## src/rtl/note_pkg.sv

```systemverilog
// Shared types and constants for the bin-to-note binary search block.
package note_pkg;

  localparam int DEFAULT_NUM = 22;

  // Per-note upper bin bounds loaded into the table at power-up.
  localparam int DEFAULT_BIN_FLOOR [DEFAULT_NUM] = '{
    32'd63,  32'd66,  32'd70,  32'd74,  32'd79,  32'd84,  32'd89,  32'd94,
    32'd100, 32'd106, 32'd112, 32'd119, 32'd126, 32'd133, 32'd141, 32'd149,
    32'd158, 32'd168, 32'd178, 32'd188, 32'd200, 32'd212
  };

  typedef enum logic [1:0] {
    IDLE   = 2'd0,
    SEARCH = 2'd1,
    HYST   = 2'd2,
    DONE   = 2'd3
  } state_e;

  function automatic int search_steps(input int num_notes);
    return $clog2(num_notes + 1);
  endfunction

endpackage

```

## src/rtl/note_bin_table.sv

```systemverilog
// Programmable table of ascending per-note upper bin bounds.
// One write port, one combinational read port; contents survive reset.
module note_bin_table
  import note_pkg::*;
#(
  parameter int NUM_NOTES = 22,
  parameter int TBL_W     = 10,
  parameter int ADDR_W    = $clog2(NUM_NOTES)
) (
  input  logic              clk_i,
  input  logic              we_i,
  input  logic [ADDR_W-1:0] wr_addr_i,
  input  logic [TBL_W-1:0]  wr_data_i,
  input  logic [ADDR_W-1:0] rd_addr_i,
  output logic [TBL_W-1:0]  rd_data_o
);

  localparam logic [ADDR_W:0] LIMIT = (ADDR_W + 1)'(NUM_NOTES);

  function automatic logic [NUM_NOTES-1:0][TBL_W-1:0] init_table();
    logic [NUM_NOTES-1:0][TBL_W-1:0] t;
    for (int i = 0; i < NUM_NOTES; i++) begin
      if (i < DEFAULT_NUM) begin
        t[i] = TBL_W'(DEFAULT_BIN_FLOOR[i]);
      end else begin
        t[i] = '1;
      end
    end
    return t;
  endfunction

  logic [NUM_NOTES-1:0][TBL_W-1:0] mem_q = init_table();

  // Table write; out-of-range addresses are ignored.
  always_ff @(posedge clk_i) begin
    if (we_i && ({1'b0, wr_addr_i} < LIMIT)) begin
      mem_q[wr_addr_i] <= wr_data_i;
    end
  end

  // Read port; out-of-range addresses return all-ones.
  always_comb begin
    if ({1'b0, rd_addr_i} < LIMIT) begin
      rd_data_o = mem_q[rd_addr_i];
    end else begin
      rd_data_o = '1;
    end
  end

endmodule

```

## src/rtl/note_bin_search.sv

```systemverilog
// Peak bin -> note index by fixed-latency binary search over note_bin_table.
// Optional hysteresis stage enabled by defining NOTE_BIN_SEARCH_HYST_EN.
module note_bin_search
  import note_pkg::*;
#(
  parameter int NUM_NOTES = 22,
  parameter int BIN_W     = 13,
  parameter int TBL_W     = 10,
  parameter int NOTE_W    = 6,
  parameter int NOTE_BASE = 32,
  parameter int HYST_BINS = 2
) (
  input  logic                         clk_in,
  input  logic                         rst_in,
  input  logic [BIN_W-1:0]             bin_index,
  input  logic                         bin_valid_in,
  output logic                         bin_ready_out,
  output logic [NOTE_W-1:0]            note_index,
  output logic                         below_range,
  output logic                         above_range,
  output logic                         note_valid_out,
  input  logic                         note_ready_in,
  input  logic                         tbl_we_in,
  input  logic [$clog2(NUM_NOTES)-1:0] tbl_addr_in,
  input  logic [TBL_W-1:0]             tbl_data_in,
  output logic                         busy_out
);

  localparam int IDX_W = $clog2(NUM_NOTES);
  localparam int POS_W = $clog2(NUM_NOTES + 1);
  localparam int STEPS = search_steps(NUM_NOTES);
  localparam int CNT_W = $clog2(STEPS + 1);
  localparam int CMP_W = (BIN_W > TBL_W) ? BIN_W : TBL_W;
  localparam logic [POS_W-1:0] POS_MAX   = POS_W'(NUM_NOTES);
  localparam logic [CNT_W-1:0] LAST_STEP = CNT_W'(STEPS - 1);

  state_e              state_q, state_d;
  logic [BIN_W-1:0]    bin_q, bin_d;
  logic [POS_W-1:0]    lo_q, lo_d, hi_q, hi_d;
  logic [CNT_W-1:0]    step_q, step_d;
  logic [NOTE_W-1:0]   note_q, note_d;
  logic                below_q, below_d, above_q, above_d;
  logic                valid_q, valid_d, ready_q, ready_d, busy_q, busy_d;

  logic [POS_W:0]      sum_s;
  logic [POS_W-1:0]    mid_s, lo_n_s, hi_n_s, load_pos_s;
  logic                narrow_s, ge_s, tbl_we_s, load_s;
  logic [IDX_W-1:0]    rd_addr_s;
  logic [TBL_W-1:0]    rd_data_s;

`ifdef NOTE_BIN_SEARCH_HYST_EN
  logic [POS_W-1:0]    r_q, r_d, prev_q, prev_d, min_pos_s;
  logic                prev_vld_q, prev_vld_d;
  logic                r_in_s, p_in_s, adj_s, near_s, hold_s;
  logic [CMP_W-1:0]    bin_x_s, bnd_x_s, dist_s;
`endif

  note_bin_table #(
    .NUM_NOTES (NUM_NOTES),
    .TBL_W     (TBL_W)
  ) u_table (
    .clk_i     (clk_in),
    .we_i      (tbl_we_s),
    .wr_addr_i (tbl_addr_in),
    .wr_data_i (tbl_data_in),
    .rd_addr_i (rd_addr_s),
    .rd_data_o (rd_data_s)
  );

  assign sum_s    = {1'b0, lo_q} + {1'b0, hi_q};
  assign mid_s    = sum_s[POS_W:1];
  assign narrow_s = (lo_q < hi_q);
  assign ge_s     = (CMP_W'(rd_data_s) >= CMP_W'(bin_q));

  // One bisection step; the interval is held once it has collapsed.
  always_comb begin
    lo_n_s = lo_q;
    hi_n_s = hi_q;
    if (narrow_s) begin
      if (ge_s) begin
        hi_n_s = mid_s;
      end else begin
        lo_n_s = mid_s + 1'b1;
      end
    end else begin
      lo_n_s = lo_q;
      hi_n_s = hi_q;
    end
  end

`ifdef NOTE_BIN_SEARCH_HYST_EN
  assign min_pos_s = (r_q < prev_q) ? r_q : prev_q;
  assign r_in_s    = (r_q != '0) && (r_q != POS_MAX);
  assign p_in_s    = prev_vld_q && (prev_q != '0) && (prev_q != POS_MAX);
  assign adj_s     = ({1'b0, r_q} == ({1'b0, prev_q} + (POS_W + 1)'(1))) ||
                     ({1'b0, prev_q} == ({1'b0, r_q} + (POS_W + 1)'(1)));
  assign bin_x_s   = CMP_W'(bin_q);
  assign bnd_x_s   = CMP_W'(rd_data_s);
  assign dist_s    = (bin_x_s >= bnd_x_s) ? (bin_x_s - bnd_x_s) : (bnd_x_s - bin_x_s);
  assign near_s    = (dist_s <= CMP_W'(HYST_BINS));
  assign hold_s    = r_in_s && p_in_s && adj_s && near_s;
`endif

  // Read address: bisection midpoint, or the shared boundary during HYST.
  always_comb begin
    rd_addr_s = IDX_W'(mid_s);
`ifdef NOTE_BIN_SEARCH_HYST_EN
    if (state_q == HYST) begin
      rd_addr_s = IDX_W'(min_pos_s);
    end else begin
      rd_addr_s = IDX_W'(mid_s);
    end
`endif
  end

  // Next-state and datapath control.
  always_comb begin
    state_d    = state_q;
    bin_d      = bin_q;
    lo_d       = lo_q;
    hi_d       = hi_q;
    step_d     = step_q;
    tbl_we_s   = 1'b0;
    load_s     = 1'b0;
    load_pos_s = lo_n_s;
`ifdef NOTE_BIN_SEARCH_HYST_EN
    r_d        = r_q;
    prev_d     = prev_q;
    prev_vld_d = prev_vld_q;
`endif
    case (state_q)
      IDLE: begin
        tbl_we_s = tbl_we_in;
        if (bin_valid_in) begin
          bin_d   = bin_index;
          lo_d    = '0;
          hi_d    = POS_MAX;
          step_d  = '0;
          state_d = SEARCH;
        end else begin
          state_d = IDLE;
        end
      end
      SEARCH: begin
        lo_d   = lo_n_s;
        hi_d   = hi_n_s;
        step_d = step_q + 1'b1;
        if (step_q == LAST_STEP) begin
`ifdef NOTE_BIN_SEARCH_HYST_EN
          r_d     = lo_n_s;
          state_d = HYST;
`else
          load_s     = 1'b1;
          load_pos_s = lo_n_s;
          state_d    = DONE;
`endif
        end else begin
          state_d = SEARCH;
        end
      end
`ifdef NOTE_BIN_SEARCH_HYST_EN
      HYST: begin
        load_s  = 1'b1;
        state_d = DONE;
        if (hold_s) begin
          load_pos_s = prev_q;
        end else begin
          load_pos_s = r_q;
          if (r_in_s) begin
            prev_d     = r_q;
            prev_vld_d = 1'b1;
          end else begin
            prev_d     = prev_q;
            prev_vld_d = prev_vld_q;
          end
        end
      end
`endif
      DONE: begin
        if (note_ready_in) begin
          state_d = IDLE;
        end else begin
          state_d = DONE;
        end
      end
      default: begin
        state_d = IDLE;
      end
    endcase
  end

  // Position -> note index and range flags; held until the next result.
  always_comb begin
    note_d  = note_q;
    below_d = below_q;
    above_d = above_q;
    if (load_s) begin
      if (load_pos_s == '0) begin
        note_d  = '0;
        below_d = 1'b1;
        above_d = 1'b0;
      end else if (load_pos_s >= POS_MAX) begin
        note_d  = '0;
        below_d = 1'b0;
        above_d = 1'b1;
      end else begin
        note_d  = NOTE_W'(NOTE_BASE) + NOTE_W'(load_pos_s);
        below_d = 1'b0;
        above_d = 1'b0;
      end
    end else begin
      note_d  = note_q;
      below_d = below_q;
      above_d = above_q;
    end
    valid_d = (state_d == DONE);
    ready_d = (state_d == IDLE);
    busy_d  = (state_d != IDLE);
  end

  // State and output registers.
  always_ff @(posedge clk_in) begin
    if (rst_in) begin
      state_q    <= IDLE;
      bin_q      <= '0;
      lo_q       <= '0;
      hi_q       <= '0;
      step_q     <= '0;
      note_q     <= '0;
      below_q    <= 1'b0;
      above_q    <= 1'b0;
      valid_q    <= 1'b0;
      ready_q    <= 1'b1;
      busy_q     <= 1'b0;
`ifdef NOTE_BIN_SEARCH_HYST_EN
      r_q        <= '0;
      prev_q     <= '0;
      prev_vld_q <= 1'b0;
`endif
    end else begin
      state_q    <= state_d;
      bin_q      <= bin_d;
      lo_q       <= lo_d;
      hi_q       <= hi_d;
      step_q     <= step_d;
      note_q     <= note_d;
      below_q    <= below_d;
      above_q    <= above_d;
      valid_q    <= valid_d;
      ready_q    <= ready_d;
      busy_q     <= busy_d;
`ifdef NOTE_BIN_SEARCH_HYST_EN
      r_q        <= r_d;
      prev_q     <= prev_d;
      prev_vld_q <= prev_vld_d;
`endif
    end
  end

  assign bin_ready_out  = ready_q;
  assign note_index     = note_q;
  assign below_range    = below_q;
  assign above_range    = above_q;
  assign note_valid_out = valid_q;
  assign busy_out       = busy_q;

endmodule

```

## config.mk

```make
export PLATFORM = sky130hd
export DESIGN_NAME = note_bin_search
export DESIGN_NICKNAME = d
export VERILOG_FILES = /design/src/rtl/note_pkg.sv /design/src/rtl/note_bin_table.sv /design/src/rtl/note_bin_search.sv
export SDC_FILE = /design/constraint.sdc
export NUM_CORES = 1
export LEC_CHECK = 0
export ABC_CLOCK_PERIOD_IN_PS = 11500
export CAP_MARGIN = 0
export CORE_UTILIZATION = 50
export CTS_CLUSTER_DIAMETER = 150
export DETAILED_ROUTE_END_ITERATION = 10
export MAX_ROUTING_LAYER = met4
export PLACE_DENSITY_LB_ADDON = 0.1
export SYNTH_ARGS = -nofsm -noshare
export SYNTH_HDL_FRONTEND = slang
export SYNTH_SLANG_ARGS = --single-unit
```

## constraint.sdc

```tcl
create_clock -name clk_in -period 11.5 [get_ports clk_in]
set_clock_uncertainty 0.2 [all_clocks]
set_input_delay 1.725 -clock clk_in [delete_from_list [all_inputs] [get_ports clk_in]]
set_output_delay 1.725 -clock clk_in [all_outputs]
set_load 0.02 [all_outputs]
```

# --- Yosys cells after proc, flatten, opt, wreduce, memory -nomap -nowiden ---
# Index checks and enable logic that the tools add are counted.
# Widths: inputs -> output; s select.
totals:
  regBits: 259
  latchBits: 0
  ramBits: 0
  mem_bits_ro: 0
  input_bits: 33
  word_cells: 90
  memories: 0
classes:
  n_addsub: 4
  multipliers: 0
  n_div: 0
  order_cmp: 8
  eq_ne: 7
  n_shift: 0
  muxes: 28
  bitwise: 0
  reduce_logical: 10
op_table:
  columns: ["op", "n"]
  rows:
  - ["$bwmux 220", 1]
  - ["$bmux 10 s5", 1]
  - ["$demux 10 s5", 1]
  - ["$mux 10", 3]
  - ["$mux 5", 6]
  - ["$pmux 5 s2", 2]
  - ["$ge 10x13->1", 1]
  - ["$lt 5x6->1 const B", 2]
  - ["$mux 6", 2]
  - ["$lt 5x5->1 const B", 2]
  - ["$mux 1", 7]
  - ["$add 5x5->6", 1]
  - ["$add 6x5->6 const A", 1]
  - ["$ne 2x2->1 const B", 3]
  - ["$pmux 2 s3", 1]
  - ["$pmux 3 s2", 1]
  - ["$add 5x1->5 const B", 1]
  - ["$ge 5x1->1 const B", 1]
  - ["$ge 5x5->1 const B", 1]
  - ["$logic_not 5->1", 1]
  - ["$lt 5x5->1", 1]
  - ["$eq 2x2->1 const B", 2]
  - ["$logic_not 2->1", 2]
  - ["$mux 2", 2]
  - ["8 further kinds", 11]

# --- Longest topological paths before layout ---
depth:
  ltp_word: 10
  mapped_depth: 21
  depth_no_buf: 18

# --- Cells and area by module ---
# Synthesis repeated with hierarchy kept, for this count alone.
unflattened:
  hier_cells: 709
  hier_area_um2: 11108.2
by_module_without_submodules:
  columns: ["module", "instances", "cells_each", "area_per_inst_um2", "seq_area_each_um2"]
  rows:
  - ["note_bin_table", 1, 430, 8770.9, 6606.3]
  - ["note_bin_search", 1, 279, 2337.2, 780.7]

# --- Worst setup path before layout ---
# No wires, ideal clock.
synth_timing:
  path_type: "register -> register"
  startpoint: "register lo_q[0]"
  endpoint: "register below_q, in the netlist below_range"
  setup_time_ns: 0.067
  arrival_ns: 5.119
  required_ns: 11.233
  path_slack_ns: 6.113
  stages_incl_launch_ff: 18
  synth_period_minus_slack_ns: 5.387
  cell_sequence: "dfxtp_1 and2_1 fa_1 clkbuf_1 buf_2 buf_2 buf_1 mux2i_1 a211oi_1 ha_1 a21o_1 a21oi_1 o21ai_1 a2111oi_0 o21ai_0 or4_1 a211o_1 a21oi_2"
synth_between:
  elab_chain_len: 9
synth_rtl:
  columns: ["element", "line", "rtl"]
  rows:
  - ["start, declared", "note_bin_search.sv:39", "logic [POS_W-1:0] lo_q, lo_d, hi_q, hi_d;"]
  - ["start signal, assigned", "note_bin_search.sv:243", "lo_q <= lo_d;"]
  - ["$add 5x5->6", "note_bin_search.sv:70", "assign sum_s = {1'b0, lo_q} + {1'b0, hi_q};"]
  - ["$bmux 10 s5", "note_bin_table.sv:44", "rd_data_o = mem_q[rd_addr_i];"]
  - ["$mux 10 (not written as such)", "note_bin_table.sv:44", null]
  - ["$mux 10", "note_bin_table.sv:43", "if ({1'b0, rd_addr_i} < LIMIT) begin"]
  - ["$ge 10x13->1", "note_bin_search.sv:73", "assign ge_s = (CMP_W'(rd_data_s) >= CMP_W'(bin_q));"]
  - ["$mux 5", "note_bin_search.sv:80", "if (ge_s) begin"]
  - ["$mux 5 (*)", "note_bin_search.sv:79", "if (narrow_s) begin"]
  - ["$logic_not 5->1 (*)", "note_bin_search.sv:198", "if (load_pos_s == '0) begin"]
  - ["$mux 1 (*)", "note_bin_search.sv:198", null]
  - ["end signal, assigned", "note_bin_search.sv:247", "below_q <= below_d;"]
  - ["end, declared", "note_bin_search.sv:42", "logic below_q, below_d, above_q, above_d;"]
# Mark *: on every way between the ends. The rest lies on a longest branch, timed or not. The select of a mux whose other input is x is not followed.
# A chain may end at the register's enable or synchronous reset.

# --- Worst setup path in the final report ---
layout_timing:
  startpoint: "register lo_q[2]"
  endpoint: "register below_q, in the netlist below_range"
# The elaborated chain is that of the path after synthesis.

==> out/metrics.csv <==
metric,value,unit
p_int,1.67,mW
setup_viol,0,
power.leakage,3.97,nW
ioPinCount,44,
synthSimpleGateAreaFrac,0.0728,
detailed_place_hpwl,13900,um
fin_nets,777,
p_clk_frac,0.383,
clock_sinks,259,
synthFlopType,edfxtp_1,
grt_pass1_wl,34200,um
coreArea,0.0210,mm2
place.gp.congestion,0.822,
syn_area,0.0107,mm2
crit_slowest_cell,buf_4,
synth_xor_area_frac,0.00666,
synth-compound-area-share,0.0559,
grt_pass1_vias,5926,
drc,0,
synth_top_family_by_area,multiplexers,
startpoint,lo_q[2],
drt_first_pass_iters,5,
fillers,1591,
cpPeakStageDelay,0.66,ns
slew_violations,0,
synth-edff-count,220,
worstPathMaxFanout,63,
regArea,0.00739,mm2
startpoint_type,register,
rsz0062_at_grt,false,
drtIter0Drc,371,
ys_seq_elements,259,
cts_root_buffer,clkbuf_16,
cts_buffers,26,
p_seq_frac,0.471,
final_layout_size_suffix_gt1_frac,0.147,
syn_avg_cell_area,16.0,um2
totalWireLength,22400,um
net-switching-power,0.529,mW
multi_input_area,0.00313,mm2
fin_crit_sh,0.528,
cts_max_level,1,
start_util,0.509,
powerDensity,179,mW/mm2
r2r_setup_slack,5.43,ns
crit_path_end,below_range,
r2r-end,below_range,
vias,5931,
grt_util_all_layers,0.217,
fmax,165,MHz
critPathArrivalTime,6.31,ns
ys_types,54,
via_per_inst,5.84,
die_area,0.0220,mm2
synthMuxAreaShare,0.130,
die_w,148,um
syn_nets,725,
cts.path.max_buffers,3,
clk_pin_slew_worst_paths,0.06,ns
combPwrFrac,0.146,
async_flop_share,0,
overflow,0,
crit_path_end_kind,register,
cts_tree,done,
status,completed,
cts_setup_buffers,0,
max-cap-violations,0,
critPathKind,reg -> reg,
synth_cells,670,
area_growth,14.8,%
tns,0,ns
port_buffers,43,
swShare,0.240,
grt_max_degree,64,
required,11.74,ns
worstSkewPairLatency,0.53,ns
num_antenna_cells,0,
ir_drop,115,uV
yosysSeqAreaShare,0.690,
min_period,6.07,ns
synthAdderAreaFrac,0.0264,
ff2ff_path_depth,19,
hold_viol,0,
crit_chain,ha_1 > and4bb_1 > or3_1 > xnor2_4 > buf_4 > nand2_1 > nand3_1 > o22ai_1 > a211oi_1 > ha_1 > a21o_1 > a21oi_1 > o21ai_1 > a2111oi_0 > o21ai_0 > buf_4 > or4_1 > a211o_1 > a21oi_2,
dp.cells,969,
hold_buffers,0,
r2r_start,lo_q[2],
tightest_slew,1.20,ns
die_h,148,um
ant_nets,0,
relSlewSlack,0.197,
post_drt_wl_per_cell,22.1,um
hold_class,reg -> reg,
cts_resized,0,
stdcell_count,1016,
ys_warn_count,0,
antenna_found_initial,0,
num_rows,53,
[per-stage QoR]
step / power (mW) / area [um2] / util / worst slack [ns] / hold slack, ns
4_1_cts: 2.22 / 12300 / 0.585 / 5.46 / 0.254
2_1_floorplan: 1.28 / 10700 / - / 6.11 / 0.236
3_3_place_gp: 1.38 / 11400 / 0.544 / 5.57 / 0.238
3_5_place_dp: 1.38 / 11400 / 0.544 / 5.50 / 0.240
5_1_grt: 2.28 / 12300 / 0.585 / 5.04 / 0.273
6_report: 2.20 / 12300 / 0.585 / 5.43 / 0.248
[worst min-delay path by stage]
stage | start | slack (ns) | endpoint | cells past startpoint
after floorplan | bin_q[11] | 0.24 | bin_q[11] | 2
after global placement | note_index[4] | 0.24 | note_index[4] | 1
after detailed placement | note_index[0] | 0.24 | note_index[0] | 2
after CTS | note_index[0] | 0.25 | note_index[0] | 2
after global routing | note_index[0] | 0.27 | note_index[0] | 2
final | note_index[0] | 0.25 | note_index[0] | 2
[kinds of logic after synthesis]
logic type / count (synthesis)
compound gates: 96
xor+xnor: 6
fa+ha+maj: 22
buf+inv: 47
flops: 259
mux: 76
simple gates: 164
[metal layers]
metal / vias to the layer above / GRT usage / wire length (um)
met5: - / - / 0
met4: 0 / 0.0675 / 503
met3: 37 / 0.0255 / 1110
met2: 159 / 0.348 / 11100
met1: 3013 / 0.294 / 9720
li1: 2722 / - / -
[Yosys cell counts, types with 3 or more instances]
master | instances | area, um2
nor2b_1 | 3 | 18.8
a21oi_1 | 45 | 225
mux2_2 | 3 | 33.8
mux2i_1 | 23 | 230
inv_1 | 19 | 71.3
o21ai_0 | 4 | 20.0
nor2_1 | 59 | 221
edfxtp_1 | 220 | 6610
xor2_1 | 3 | 26.3
a211oi_1 | 15 | 113
or3_1 | 4 | 25.0
nor3b_1 | 4 | 30.0
a21o_1 | 3 | 22.5
nand3_1 | 10 | 50.1
buf_2 | 10 | 50.1
ha_1 | 21 | 263
mux4_2 | 50 | 1130
o31ai_1 | 3 | 22.5
nand3b_1 | 6 | 45.0
clkbuf_1 | 15 | 56.3
dfxtp_1 | 39 | 781
nand2_1 | 44 | 165
and2_1 | 3 | 18.8
nor3_1 | 11 | 55.1
nor4_1 | 4 | 25.0
o22ai_1 | 10 | 62.6
nand2b_1 | 5 | 31.3
[power groups by stage]
stage / clock, mW / sequential (mW) / combinational, mW
6_report: 0.842 / 1.04 / 0.322
5_1_grt: 0.892 / 1.04 / 0.354
4_1_cts: 0.858 / 1.04 / 0.325
3_5_place_dp: 0 / 1.06 / 0.324
3_3_place_gp: 0 / 1.06 / 0.320
2_1_floorplan: 0 / 1.05 / 0.227
[state kept, by name (all words and copies together) (netlist names)]
| signal | flops |
|---|---|
| note_valid_out | 1 |
| bin_ready_out | 1 |
| step_q | 3 |
| state_q | 2 |
| below_range | 1 |
| u_table.mem_q | 220 |
| bin_q | 13 |
| lo_q | 5 |
| note_index | 6 |
| hi_q | 5 |
| above_range | 1 |
| busy_out | 1 |
[cell type report]
class,count,area share
Timing Repair Buffer,52,0.0405
Tap cell,275,0.0280
Clock inverter,14,0.0120
Sequential cell,259,0.601
Clock buffer,33,0.0576
Multi-Input combinational cell,364,0.255
Inverter,19,0.00580
[layout by cell type, fill, tap and decap left out, types with 4 or more instances in the layout]
cell type,netlist,layout
o22ai_1,10,10
mux4_2,50,50
or3_1,4,4
nor3_1,11,11
mux2i_1,23,23
clkbuf_16,0,27
nor2_1,59,59
nand2_1,44,44
a211oi_1,15,15
clkbuf_1,15,5
nor4_1,4,4
ha_1,21,21
dfxtp_1,39,39
edfxtp_1,220,220
nand3_1,10,10
nand3b_1,6,6
inv_1,19,19
clkinv_2,0,5
nand2b_1,5,5
clkdlybuf4s50_1,0,43
o21ai_0,4,4
buf_4,0,9
nor3b_1,4,4
a21oi_1,45,45
[critical path, delay by kind of cell, from the launching register on]
| kind | cells | cell delay [ns] |
|---|---|---|
| DFF | 1 | 0.36 |
| and+or+nand+nor | 5 | 1.70 |
| xor gates and xnor gates | 1 | 0.18 |
| AOI/OAI and AO/OA | 9 | 1.93 |
| adders and majority gates | 2 | 0.71 |
| buffers and inverters | 2 | 0.87 |
(Power assumes the default switching activity.)
